===== src/rtl/ex_mem_skid_pkg.sv =====
// Shared constants and types for the EX->MEM skid-buffered pipeline stage.
// Holds the NOP encoding, default bus widths and the handshake state type.
package ex_mem_skid_pkg;

    // Default widths of the surrounding datapath
    localparam int REG_BUS      = 32;
    localparam int REG_ADDR_BUS = 5;
    localparam int ALU_OP_BUS   = 8;

    // NOP encoding presented to memory whenever no entry is valid
    localparam logic [REG_ADDR_BUS-1:0] NOP_REG_ADDR  = '0;
    localparam logic [ALU_OP_BUS-1:0]   EXE_NOP       = '0;
    localparam logic [REG_BUS-1:0]      ZERO_WORD     = '0;
    localparam logic                    WRITE_ENABLE  = 1'b1;
    localparam logic                    WRITE_DISABLE = ~WRITE_ENABLE;

    // EMPTY: nothing held; BUSY: main slot holds an entry; FULL: main and skid hold entries
    typedef enum logic [1:0] {
        ST_EMPTY = 2'd0,
        ST_BUSY  = 2'd1,
        ST_FULL  = 2'd2
    } state_t;

    // Width of the packed payload carried through the stage
    function automatic int payload_width(input int reg_addr_w, input int aluop_w,
                                         input int data_w, input int hilo_en);
        return reg_addr_w + 1 + aluop_w + 3 * data_w + ((hilo_en != 0) ? (2 * data_w + 1) : 0);
    endfunction

endpackage


===== src/rtl/ex_mem_skid_pipe_slot.sv =====
// One storage slot of the skid stage: a payload register plus a valid bit.
// The payload output shows CLEAR_VAL whenever the slot is empty.
module pipe_slot #(
    parameter int           W         = 8,
    parameter logic [W-1:0] CLEAR_VAL = '0
) (
    input  logic         clk,
    input  logic         rst,
    input  logic         i_load,
    input  logic         i_clear,
    input  logic [W-1:0] i_data,
    output logic         o_valid,
    output logic [W-1:0] o_data
);

    logic         r_valid;
    logic [W-1:0] r_data;

    // Slot register: clear wins over load so a flush always empties the slot
    always_ff @(posedge clk) begin
        // NOTE: the payload is reset as well as the valid bit, because it is visible on the outputs as the NOP encoding.
        if (rst || i_clear) begin
            // NOTE: non-blocking assignments keep every register updating from pre-edge values.
            r_valid <= 1'b0;
            r_data  <= CLEAR_VAL;
        end else if (i_load) begin
            r_valid <= 1'b1;
            r_data  <= i_data;
        end
    end

    assign o_valid = r_valid;
    assign o_data  = r_valid ? r_data : CLEAR_VAL;

endmodule


===== src/rtl/ex_mem_skid.sv =====
// EX->MEM pipeline stage with a valid/ready handshake and a two-entry skid
// buffer. ex_ready is registered so a memory stall never reaches execute
// combinationally. Also counts downstream stall cycles (saturating).
module ex_mem_skid
    import ex_mem_skid_pkg::*;
#(
    parameter int DATA_W     = REG_BUS,
    parameter int REG_ADDR_W = REG_ADDR_BUS,
    parameter int ALUOP_W    = ALU_OP_BUS,
    parameter int HILO_EN    = 1,
    parameter int CNT_W      = 16
) (
    input  logic                  clk,
    input  logic                  rst,
    input  logic                  flush,
    input  logic                  ex_valid,
    output logic                  ex_ready,
    input  logic [REG_ADDR_W-1:0] ex_wd,
    input  logic                  ex_wreg,
    input  logic [DATA_W-1:0]     ex_wdata,
    input  logic [ALUOP_W-1:0]    ex_aluop,
    input  logic [DATA_W-1:0]     ex_mem_addr,
    input  logic [DATA_W-1:0]     ex_reg2,
    input  logic [DATA_W-1:0]     ex_hi,
    input  logic [DATA_W-1:0]     ex_lo,
    input  logic                  ex_whilo,
    output logic                  mem_valid,
    input  logic                  mem_ready,
    output logic [REG_ADDR_W-1:0] mem_wd,
    output logic                  mem_wreg,
    output logic [DATA_W-1:0]     mem_wdata,
    output logic [ALUOP_W-1:0]    mem_aluop,
    output logic [DATA_W-1:0]     mem_mem_addr,
    output logic [DATA_W-1:0]     mem_reg2,
    output logic [DATA_W-1:0]     mem_hi,
    output logic [DATA_W-1:0]     mem_lo,
    output logic                  mem_whilo,
    output logic [CNT_W-1:0]      stall_cnt
);

    localparam int PAYLOAD_W = payload_width(REG_ADDR_W, ALUOP_W, DATA_W, HILO_EN);
    localparam int HILO_W    = (HILO_EN != 0) ? (2 * DATA_W + 1) : 0;
    localparam int BASE_W    = PAYLOAD_W - HILO_W;

    // Bit offsets of the base fields; HI/LO (when present) occupy the low HILO_W bits
    localparam int OFF_REG2  = HILO_W;
    localparam int OFF_ADDR  = OFF_REG2 + DATA_W;
    localparam int OFF_WDATA = OFF_ADDR + DATA_W;
    localparam int OFF_ALUOP = OFF_WDATA + DATA_W;
    localparam int OFF_WREG  = OFF_ALUOP + ALUOP_W;
    localparam int OFF_WD    = OFF_WREG + 1;

    localparam logic [BASE_W-1:0] NOP_BASE = {REG_ADDR_W'(NOP_REG_ADDR), WRITE_DISABLE,
                                              ALUOP_W'(EXE_NOP), DATA_W'(ZERO_WORD),
                                              DATA_W'(ZERO_WORD), DATA_W'(ZERO_WORD)};
    localparam logic [PAYLOAD_W-1:0] NOP_PAYLOAD = PAYLOAD_W'(NOP_BASE) << HILO_W;

    state_t                 r_state;
    state_t                 w_state_next;
    logic                   r_ex_ready;
    logic [CNT_W-1:0]       r_stall_cnt;

    logic                   w_in_fire;
    logic                   w_out_fire;
    logic                   w_main_load;
    logic                   w_main_clear;
    logic                   w_main_from_skid;
    logic                   w_skid_load;
    logic                   w_skid_clear;
    logic [PAYLOAD_W-1:0]   w_in_payload;
    logic [PAYLOAD_W-1:0]   w_main_d;
    logic [PAYLOAD_W-1:0]   w_main_data;
    logic [PAYLOAD_W-1:0]   w_skid_data;
    logic                   w_main_valid;
    logic                   w_skid_valid;

    assign w_in_fire  = ex_valid & r_ex_ready;
    assign w_out_fire = w_main_valid & mem_ready;

    // Pack the execute fields and unpack the main slot onto the memory outputs
    generate
        if (HILO_EN != 0) begin : g_hilo
            assign w_in_payload = {ex_wd, ex_wreg, ex_aluop, ex_wdata, ex_mem_addr, ex_reg2,
                                   ex_hi, ex_lo, ex_whilo};
            assign mem_hi    = w_main_data[DATA_W + 1 +: DATA_W];
            assign mem_lo    = w_main_data[1 +: DATA_W];
            assign mem_whilo = w_main_data[0];
        end else begin : g_no_hilo
            logic w_unused_hilo;
            assign w_unused_hilo = ^{ex_hi, ex_lo, ex_whilo};
            assign w_in_payload  = {ex_wd, ex_wreg, ex_aluop, ex_wdata, ex_mem_addr, ex_reg2};
            assign mem_hi    = '0;
            assign mem_lo    = '0;
            assign mem_whilo = 1'b0;
        end
    endgenerate

    assign mem_wd       = w_main_data[OFF_WD +: REG_ADDR_W];
    assign mem_wreg     = w_main_data[OFF_WREG];
    assign mem_aluop    = w_main_data[OFF_ALUOP +: ALUOP_W];
    assign mem_wdata    = w_main_data[OFF_WDATA +: DATA_W];
    assign mem_mem_addr = w_main_data[OFF_ADDR +: DATA_W];
    assign mem_reg2     = w_main_data[OFF_REG2 +: DATA_W];

    assign mem_valid = w_main_valid;
    assign ex_ready  = r_ex_ready;
    assign stall_cnt = r_stall_cnt;

    // Main slot refills from the skid when draining FULL, otherwise from execute
    assign w_main_d = w_main_from_skid ? w_skid_data : w_in_payload;

    pipe_slot #(
        .W         (PAYLOAD_W),
        .CLEAR_VAL (NOP_PAYLOAD)
    ) u_main (
        .clk     (clk),
        .rst     (rst),
        .i_load  (w_main_load),
        .i_clear (w_main_clear),
        .i_data  (w_main_d),
        .o_valid (w_main_valid),
        .o_data  (w_main_data)
    );

    pipe_slot #(
        .W         (PAYLOAD_W),
        .CLEAR_VAL (NOP_PAYLOAD)
    ) u_skid (
        .clk     (clk),
        .rst     (rst),
        .i_load  (w_skid_load),
        .i_clear (w_skid_clear),
        .i_data  (w_in_payload),
        .o_valid (w_skid_valid),
        .o_data  (w_skid_data)
    );

    // Next-state and slot control; flush overrides both handshakes
    always_comb begin
        // NOTE: every output of this block gets a default first, so no path leaves one unassigned and infers a latch.
        w_state_next     = r_state;
        w_main_load      = 1'b0;
        w_main_clear     = 1'b0;
        w_main_from_skid = 1'b0;
        w_skid_load      = 1'b0;
        w_skid_clear     = 1'b0;

        if (flush) begin
            w_state_next = ST_EMPTY;
            w_main_clear = 1'b1;
            w_skid_clear = 1'b1;
        end else begin
            unique case (r_state)
                ST_EMPTY: begin
                    if (w_in_fire) begin
                        w_main_load  = 1'b1;
                        w_state_next = ST_BUSY;
                    end
                end
                ST_BUSY: begin
                    if (w_in_fire && w_out_fire) begin
                        w_main_load = 1'b1;
                    end else if (w_in_fire) begin
                        w_skid_load  = 1'b1;
                        w_state_next = ST_FULL;
                    end else if (w_out_fire) begin
                        w_main_clear = 1'b1;
                        w_state_next = ST_EMPTY;
                    end
                end
                ST_FULL: begin
                    if (w_out_fire) begin
                        w_main_load      = 1'b1;
                        w_main_from_skid = 1'b1;
                        w_skid_clear     = 1'b1;
                        w_state_next     = ST_BUSY;
                    end
                end
                default: begin
                    w_state_next = ST_EMPTY;
                    w_main_clear = 1'b1;
                    w_skid_clear = 1'b1;
                end
            endcase
        end
    end

    // State register and registered ex_ready (low only while both slots are occupied)
    always_ff @(posedge clk) begin
        if (rst) begin
            r_state    <= ST_EMPTY;
            r_ex_ready <= 1'b1;
        end else begin
            r_state    <= w_state_next;
            r_ex_ready <= (w_state_next != ST_FULL);
        end
    end

    // Saturating count of cycles where memory holds off a valid entry; flush does not clear it
    always_ff @(posedge clk) begin
        if (rst) begin
            r_stall_cnt <= '0;
        end else if (w_main_valid && !mem_ready && (r_stall_cnt != {CNT_W{1'b1}})) begin
            r_stall_cnt <= r_stall_cnt + CNT_W'(1);
        end
    end

    // The skid valid bit is implied by the FULL state; it is kept for symmetry of the slot
    logic w_unused_skid;
    assign w_unused_skid = w_skid_valid;

endmodule


===== config.mk =====
export PLATFORM = sky130hd
export DESIGN_NAME = ex_mem_skid
export DESIGN_NICKNAME = d
export VERILOG_FILES = /design/src/rtl/ex_mem_skid_pkg.sv /design/src/rtl/ex_mem_skid_pipe_slot.sv /design/src/rtl/ex_mem_skid.sv
export SDC_FILE = /design/constraint.sdc
export NUM_CORES = 1
export LEC_CHECK = 0
export CAP_MARGIN = 10
export CORE_MARGIN = 2
export CORE_UTILIZATION = 55
export CTS_BUF_LIST = sky130_fd_sc_hd__clkbuf_8 sky130_fd_sc_hd__clkbuf_16
export CTS_CLUSTER_SIZE = 30
export DETAILED_ROUTE_END_ITERATION = 6
export PLACE_DENSITY = 0.9
export RECOVER_POWER = 100
export REMOVE_ABC_BUFFERS = 1
export SKIP_LAST_GASP = 1
export SLEW_MARGIN = 15
export SYNTH_ARGS = -nofsm -noshare
export SYNTH_HDL_FRONTEND = slang
export SYNTH_SLANG_ARGS = --single-unit

===== constraint.sdc =====
create_clock -name clk -period 4.1 [get_ports clk]
set_input_delay 0.41 -clock clk [delete_from_list [all_inputs] [get_ports clk]]
set_output_delay 0.41 -clock clk [all_outputs]
set_load 0.01 [all_outputs]

==> metrics, run 1 <==
routed len/inst 17.72 um; vias in the first global route roughly 17k; post-synth cell types 49; Post-synth EDFFs 0; io pins 373; leak pwr slightly above 0.007 uW; Die ar. 32630 um2; clock transition at the registers of the reported paths 60 ps; Setup Skew between 10 and 15 ps; Hold Path End u_skid.r_data[169]; cell depth of the worst flop-to-flop path 5; R2R Path End u_skid.r_data[58]; ys async rst share 0%; required time worst endpoint 4480 ps; Max Clk Rate slightly above 300 MHz; RSZ-0062 raised after global routing no; die width roughly 180 um; grt total ovfl 0; wire length on met3 roughly 4400 um; cts hold-fix bufs 0; crit path kind in2reg; post-layout min period 3234 ps; # Post-CTS Setup Buffers 0; most frequent cells in the layout 534 x nand2_1, 370 x dfxtp_1, 357 x a21oi_1; post_cts resized 0; GRT Overall Usage a little under a third; layout cells sized above 1 under 10%; Hold Path Class reg2reg; Sink Count 371; antenna violations before repair 3; P&R area growth vs syn 26.69%; DR WL met2 about 24000 um; Final Cycle Share 78.88%; main flop type after synthesis dfxtp_1; core area just over 30000 um2; most common cell after layout, fill and taps aside nand2_1; R2R Setup Slk 980 ps; Buffers on Ports about 370; metal1 wirelength 20450 um; TritonCTS clock tree built; failing checks max-capacitance violations, max-slew violations; Initial Util 55.96%; row cnt 64; CP max FO 48; final hold vios 0; Worst Hold Launch u_skid.r_data[169]; Synth Instances ~2.3k; final HPWL from detailed placement between 30000 and 40000 um; via-per-instance ratio 5.917; maximum clock insertion buffer count 3; Die Y-Extent 180.6 um; Worst VDD drop between 300 and 400 uV; YS warnings 0; later-pin clock latency in the skew report 520 ps; WHS Path Cells 2; Post-Place Cell Area 20740 um2; vias 17.28k; CP Launch Type primary input; first-pass GRT wire length approximately 83000 um; worst-margin pin slew 2018 ps; Routability Congestion 0.8247; DRT Wirelength between 50000 and 60000 um; #FFs+latches synth 371; Root Buffer clkbuf_16; Syn Area/Cell 7.550 um2; r2r startpoint u_main.o_valid; P per Cell Area about 360 nW/um2; Syn Std Cell Area 17160 um2; Residual DRC 0; critical path arrival roughly 3600 ps; top layer in use met4; part of the Yosys area used for sequential elements 43.28%; TritonCTS Buffers 38; maxcap violations 4; status finished with violations; cell area after layout 21740 um2; Critical Path End Type flop; post-route core utilization 70.89%; Worst slew margin -34.55%; TritonRoute pass-1 iters 5; initial DRC count around 1.7k; Hold WS between 400 and 500 ps; Final nets 2672; H-Tree Level Count 2; largest net degree at the start of global routing 183; Detail Route Antenna Nets 0; setup violators final 0; Slew Viols, Final 288
[cells by family (layout without fill, tap and decap cells)]
kind of cell    after synthesis  count (layout)  synth area share, %
mux                           5               5               0.3062
flops                       371             371                43.28
other cells                   0               4                    0
fa+ha+maj                     1               1              0.07290
buf+inv                     223             470                6.219
xor+xnor                      1               1              0.05104
simple gates               1121            1121                29.19
compound gates              551             551                20.88
[synth_stat cells (2+ instances only)]
library cell	number	share of area [%]
buf_6	6	0.39
buf_2	89	2.6
mux2i_1	3	0.17
a31oi_1	3	0.11
nand4_1	5	0.18
nor3_1	180	5.2
o21ai_0	4	0.12
mux2_2	2	0.13
nor2_1	192	4.2
o21bai_1	2	0.087
nor2b_1	2	0.073
buf_1	3	0.066
inv_1	3	0.066
a211oi_1	108	4.7
and3_1	3	0.11
nand2_1	534	12
a21oi_1	357	10
and2_1	176	6.4
buf_4	17	0.74
and4b_1	2	0.12
a211oi_2	70	5.1
dfxtp_1	371	43
or3_1	5	0.18
clkbuf_1	104	2.3
nand2b_1	2	0.073
nor4_1	2	0.073
nand3_1	6	0.17
[through the flow]
stage               cells  setup TNS [ps]  worst slack [ps]  power [uW]
detailed placement   2847               0              1137        4478
CTS                  2916               0              1332        7858
global placement     2847               0              1267        4455
floorplan            2053        -3479310            -16750        4241
global route         2916               0             653.4        8042
finish               2920               0             865.8        7814
[how the worst max path moves through the flow]
stage,end,cells past startpoint,slack [ps],start
2_1_floorplan,u_main.r_data[0],3,-16750,u_main.o_valid
3_3_place_gp,u_skid.r_data[133],6,1270,mem_ready
3_5_place_dp,u_skid.r_data[101],6,1140,mem_ready
4_1_cts,mem_lo[14],3,1330,u_main.o_valid
5_1_grt,u_skid.r_data[57],6,650,mem_ready
6_report,u_skid.r_data[58],6,870,mem_ready
[state kept, by name, summed over array words and instances, names as in the netlist]
register	flops
ex_ready	1
r_state	2
stall_cnt	16
u_skid.r_data	175
u_main.r_data	175
u_main.o_valid	1
u_skid.o_valid	1
[power breakdown]
part           internal (uW)  total, uW  switching [uW]
registers               3670       3710            39.3
clock network           1990       3430            1440
logic                    289        675             386
total                   5950       7810            1860
[metal layers]
metal  vias up  GRT usage (%)
li1       8120              -
met1      8104          36.49
met2       879          50.42
met3       175          6.589
met4         0          16.10
met5         -              0
[cell type report]
type	count	area, um2
clock inverter	18	86.33
tap	396	495.5
inverter	3	11.26
fill	2252	8927
clock buffer	51	1164
timing repair buffer	398	4064
antenna	4	10.01
sequential	371	7431
multi-input combinational	1679	8481
[critical path, cell delays in order]
cell	delay, ps
dlygate4sd3_1	670
and2_0	410
o21ai_0	140
nand2_1	1320
buf_4	530
a21oi_1	100
Note: power is estimated with default switching activity, not from simulation.
==> run 2, diff against run 1 <==
--- a/config.mk
+++ b/config.mk
@@ -7,11 +7,11 @@
 export LEC_CHECK = 0
 export CAP_MARGIN = 10
 export CORE_MARGIN = 2
-export CORE_UTILIZATION = 55
+export CORE_UTILIZATION = 51
 export CTS_BUF_LIST = sky130_fd_sc_hd__clkbuf_8 sky130_fd_sc_hd__clkbuf_16
 export CTS_CLUSTER_SIZE = 30
 export DETAILED_ROUTE_END_ITERATION = 6
-export PLACE_DENSITY = 0.9
+export PLACE_DENSITY = 0.84
 export RECOVER_POWER = 100
 export REMOVE_ABC_BUFFERS = 1
 export SKIP_LAST_GASP = 1
==> constraint.sdc (replaced) <==
create_clock -name clk -period 3.2 [get_ports clk]
set_input_delay 0.32 -clock clk [delete_from_list [all_inputs] [get_ports clk]]
set_output_delay 0.32 -clock clk [all_outputs]
set_load 0.01 [all_outputs]
==> run 2 against run 1 <==
  * The flow now finishes without violations
  * Die area up 7.7%
  * Routed wire length down 2.2%
  * Sequential share of layout area grew 0.10 points
  * Critical path depth is 3 lower
  * Register-to-register slack got worse by 570 ps
  * Critical path type is now reg2out
  * Largest cell class unchanged
==> metrics, run 2 (same netlist as run 1, synthesis figures left out) <==
status completed; die width 187.4 um (+3.8%); Worst slew margin 15.75% (+50 points); final HPWL from detailed placement 30730 um (-0.25%); Worst Hold Launch flush; setup slack at placement 386.6 ps (-750.8 ps); Worst VDD drop 319.9 uV (+4.2%); worst-margin pin slew 1264 ps (-754.6 ps); Final Instance Count excl. Fillers 2970 (+1.7%); setup violators final 0 (unchanged); post_cts resized 0 (unchanged); Slew Viols, Final 0 (-100%); core area 33360 um2 (+8.8%); Hold Path Class in2reg; TritonCTS Buffers 39 (+2.6%); routed len/inst 17.04 um (-3.8%); H-Tree Level Count 2 (unchanged); Detail Route Antenna Nets 0 (unchanged); Setup Skew 16.40 ps (+4.366 ps); RSZ-0062 raised after global routing no; layout cells sized above 1 4.005% (-1.0 points); maximum clock insertion buffer count 3 (unchanged); largest net degree at the start of global routing 138 (-25%); Initial Util 51.44% (-4.5 points); CP Launch Type flop; critical path arrival 2530 ps (-1090 ps); Routability Congestion 0.8327 (+0.97%); P&R area growth vs syn 26.38%; final worst slack 354.8 ps (-511.0 ps); Final nets 2676 (+0.15%); P per Cell Area 464.1 nW/um2 (+29%); R2R Path End u_skid.r_data[93]; Die ar. 35130 um2 (+7.7%); final hold vios 0 (unchanged); antenna violations before repair 0 (-3); Final Cycle Share approximately nine tenths; CP max FO 137 (+190%); most common cell after layout, fill and taps aside nand2_1; Cell Count Post-Placement 2902 (+1.9%); leak pwr 0.007131 uW (+1.2%); r2r startpoint u_main.o_valid; clock transition at the registers of the reported paths 60 ps (about the same); Max Clk Rate around 350 MHz; diodes inserted 0 (-4); Setup TNS 0 ps (unchanged); most frequent cells in the layout 533 x nand2_1, 369 x dfxtp_1, 357 x a21oi_1; post-layout min period ~2800 ps; grt total ovfl 0 (unchanged); row cnt 67 (+4.7%); Critical Path End Type output pin; cts hold-fix bufs 0 (unchanged); Buffers on Ports 372 (unchanged); io pins 373 (unchanged); vias 17.00k (-1.6%); required time worst endpoint 2880 ps (-1600 ps); DRT Wirelength 50620 um (-2.2%); cell depth of the worst flop-to-flop path 5 (unchanged); Hold Path End ex_ready; Root Buffer clkbuf_16; maxcap violations 0 (-4); vias in the first global route 16.15k (-3.8%); Die Y-Extent 187.4 um (+3.8%); TritonRoute pass-1 iters 6 (+1); R2R Setup Slk 410 ps (-570 ps); WHS Path Cells 2 (unchanged); TritonCTS clock tree built; # Post-CTS Setup Buffers 0 (unchanged); crit path kind reg2out; first-pass GRT wire length 81070 um (-2.2%); via-per-instance ratio 5.725 (-3.2%); later-pin clock latency in the skew report 530 ps (about the same); initial DRC count 1607 (-2.6%); Residual DRC 0 (unchanged); Sink Count 371 (unchanged); GRT Overall Usage 27.50% (-2.8 points)
==> run 2: final cells by class <==
type / instances / area [um2]
timing repair buffer: 401 / 4080
fill: 2738 / 11680
clock inverter: 27 / 236.5
multi-input combinational: 1679 / 8362
sequential: 371 / 7435
inverter: 3 / 11.26
tap: 448 / 560.5
clock buffer: 41 / 1003
==> run 2: report_power, final <==
group	switching, uW	total, uW	internal [uW]	leakage, uW
combinational	473	839	366	0.00347
sequential	61.5	4770	4710	0.00300
clock	1860	4460	2590	0.000655
total	2400	10100	7670	0.00713
==> run 2: routing by layer <==
layer | track usage [%] | wire length [um]
met1 | 35.55 | 20470
met2 | 44.82 | 23540
met3 | 4.296 | 4410
met5 | 0 | 0
met4 | 13.72 | 2195
==> run 2: through the flow <==
stage               instance area, um2  hold slack (ps)  power [uW]  utilization (%)
detailed placement               20840            446.3        5748            62.47
global route                     21690            154.0       10390            65.00
CTS                              22080            133.1       10160            66.19
floorplan                        16110            389.1        5434                -
global placement                 20840            440.8        5727            62.47
finish                           21690            146.1       10060            65.00
==> run 2: how the worst max path moves through the flow <==
| stage | start | cells after the start | endpoint |
|---|---|---|---|
| global placement | mem_ready | 6 | u_skid.r_data[44] |
| floorplan | u_main.o_valid | 3 | u_main.r_data[0] |
| global route | u_main.o_valid | 5 | u_skid.r_data[88] |
| detailed placement | mem_ready | 6 | u_skid.r_data[39] |
| CTS | u_main.o_valid | 3 | mem_aluop[5] |
| finish | u_main.o_valid | 3 | mem_aluop[5] |
==> run 2: critical path, stage by stage (launching register included) <==
cell and delay, ps:
dfxtp_4 620, buf_12 420, and2_0 270, clkdlybuf4s50_1 570
==> run 3, diff against run 2 <==
--- a/config.mk
+++ b/config.mk
@@ -7,11 +7,11 @@
 export LEC_CHECK = 0
 export CAP_MARGIN = 10
 export CORE_MARGIN = 2
-export CORE_UTILIZATION = 51
+export CORE_UTILIZATION = 46
 export CTS_BUF_LIST = sky130_fd_sc_hd__clkbuf_8 sky130_fd_sc_hd__clkbuf_16
 export CTS_CLUSTER_SIZE = 30
 export DETAILED_ROUTE_END_ITERATION = 6
-export PLACE_DENSITY = 0.84
+export PLACE_DENSITY = 0.8
 export RECOVER_POWER = 100
 export REMOVE_ABC_BUFFERS = 1
 export SKIP_LAST_GASP = 1
==> constraint.sdc (replaced) <==
create_clock -name clk -period 2.5 [get_ports clk]
set_input_delay 0.25 -clock clk [delete_from_list [all_inputs] [get_ports clk]]
set_output_delay 0.25 -clock clk [all_outputs]
set_load 0.01 [all_outputs]
==> run 3 against run 2 <==
  * Utilization is 3.6 points lower
  * Critical path type unchanged
  * Routed wire length is 1.6% higher
  * Worst hold slack worse by 120 ps
  * Worst setup slack worse by 250 ps
  * Via count is 0.36% higher
  * Final cell count is 2.4% higher
  * Sequential power is 28% higher
==> metrics, run 3 (same netlist as run 1, synthesis figures left out) <==
most frequent cells in the layout 533 x nand2_1, 369 x dfxtp_1, 357 x a21oi_1; later-pin clock latency in the skew report 540 ps (about the same); TritonCTS Buffers 40 (+2.6%); Die Y-Extent 197.2 um (+5.2%); TritonRoute pass-1 iters 6 (unchanged); Final Power 13100 uW (+30%); Max Clk Rate about 420 MHz; CP max stage delay 660 ps (+40 ps); CP delay by family, top buffers and inverters; Fillers 3163 (+16%); buffers and inverters on the worst path 2 (unchanged); Switch Pwr 3144 uW (+31%); Detail Route Antenna Nets 0 (unchanged); Setup Skew 12.67 ps (-3.729 ps); CP max-delay cell dlygate4sd3_1; Critical Path End Type output pin; H-Tree Level Count 2 (unchanged); final worst slack 102.4 ps (-252.4 ps); Buffers on Ports 372 (unchanged); largest net degree at the start of global routing 126 (-8.7%); RSZ-0062 raised after global routing no; setup slack at placement 54.06 ps (-332.6 ps); Worst slew margin 16.20% (+0.44 points); P per Cell Area 581.0 nW/um2 (+25%); first-pass GRT wire length 82790 um (+2.1%); Die ar. 38870 um2 (+11%); row cnt 70 (+4.5%); Final nets 2723 (+1.8%); diodes inserted 0 (unchanged); Initial Util 46.76% (-4.7 points); Post-Place Cell Area 21400 um2 (+2.7%); grt total ovfl 0 (unchanged); Slew Viols, Final 0 (unchanged); layout cells sized above 1 7.737% (+3.7 points); maxcap violations 0 (unchanged); Setup TNS 0 ps (unchanged); Worst VDD drop 631.9 uV (+98%); Cell Count Post-Placement 2968 (+2.3%); combinational cell fraction of total power 9.2% (+0.9 points); share of total power in sequential cells 46.5% (-0.9 points); vias 17.06k (+0.36%); most common cell after layout, fill and taps aside nand2_1; Critical Path, Cell by Cell buf_6 > and2_1 > dlygate4sd3_1; Clock Power Share 44.3% (about the same); CP max FO 61 (-55%); maximum clock insertion buffer count 3 (unchanged); CP Launch Type flop; required time worst endpoint 2250 ps (-630 ps); clock transition at the registers of the reported paths 60 ps (about the same); Sw Share 23.99% (+0.16 points); DRT Wirelength 51450 um (+1.6%); Root Buffer clkbuf_16; critical path arrival 2150 ps (-380 ps); Final Instance Count excl. Fillers 3040 (+2.4%); routed len/inst 16.92 um (-0.70%); io pins 373 (unchanged); Final Cycle Share 95.90%; setup violators final 0 (unchanged); Residual DRC 0 (unchanged); Routability Congestion 0.8351 (+0.29%); post-layout min period 2398 ps; die width 197.2 um (+5.2%); status completed; Hold Path Class in2reg; core area 36700 um2 (+10%); Pint 9959 uW (+30%); antenna violations before repair 2 (+2); worst-margin pin slew 1257 ps (-6.617 ps); final HPWL from detailed placement 33360 um (+8.6%); initial DRC count 1321 (-18%); vias in the first global route 16.46k (+1.9%); via-per-instance ratio 5.613 (-2.0%); Sink Count 371 (unchanged); crit path kind reg2out; GRT Overall Usage 25.73% (-1.8 points); leak pwr 0.007487 uW (+5.0%); cell area after layout 22550 um2 (+4.0%); TritonCTS clock tree built; P&R area growth vs syn 31.40%; final hold vios 0 (unchanged)
run 3: layer usage:
layer	up-vias	global-route usage (%)	share of wire, %
li1	8221	-	-
met1	7968	32.41	41
met2	731	42.77	47
met3	140	5.190	8.3
met4	4	11.25	3.9
met5	-	0	0.047
run 3: stage by stage:
stage	utilization [%]	hold WS, ps
after global routing	61.45	24.50
final	61.45	27.94
after detailed placement	58.32	444.8
after global placement	58.32	439.4
after CTS	61.85	25.76
after floorplan	-	319.1
run 3: repair_timing:
action | in CTS | in global routing
cloned | 0 | 0
setup buffers | 0 | 0
setup endpoints to repair | 2 | 73
resized for setup | 1 | 1
hold buffers | 0 | 0
run 3: worst paths after layout:
kind	cells past startpoint	endpoint	slack [ps]	startpoint
max	3	mem_reg2[4]	100	u_main.o_valid
min	2	r_state[1]	30	flush
max reg2reg	6	u_main.r_data[156]	190	r_state[1]
min reg2reg	2	u_skid.r_data[173]	450	u_skid.r_data[173]
run 3: power by group through the flow:
stage	combinational, uW	clock (uW)	sequential, uW
2_1_floorplan	741	0	6220
3_3_place_gp	1190	0	6220
6_report	1200	5800	6100
3_5_place_dp	1210	0	6220
5_1_grt	1300	6130	6100
4_1_cts	1220	5870	6090
run 3: final cells by class:
type,count,area (um2),area share (%)
multi-input combinational,1679,8623,38.24
inverter,3,11.26,0.04994
tap,468,585.6,2.597
timing repair buffer,447,4603,20.41
sequential,371,7435,32.97
clock buffer,48,1122,4.977
clock inverter,24,170.2,0.7546
run 3: worst reg2reg max path: cells and delay by family, from the launching register on:
family	cells	cell delay (ps)
AND/OR/NAND/NOR	2	430
buffers and inverters	2	620
AO/OA/AOI/OAI	2	770
flip-flops	1	400
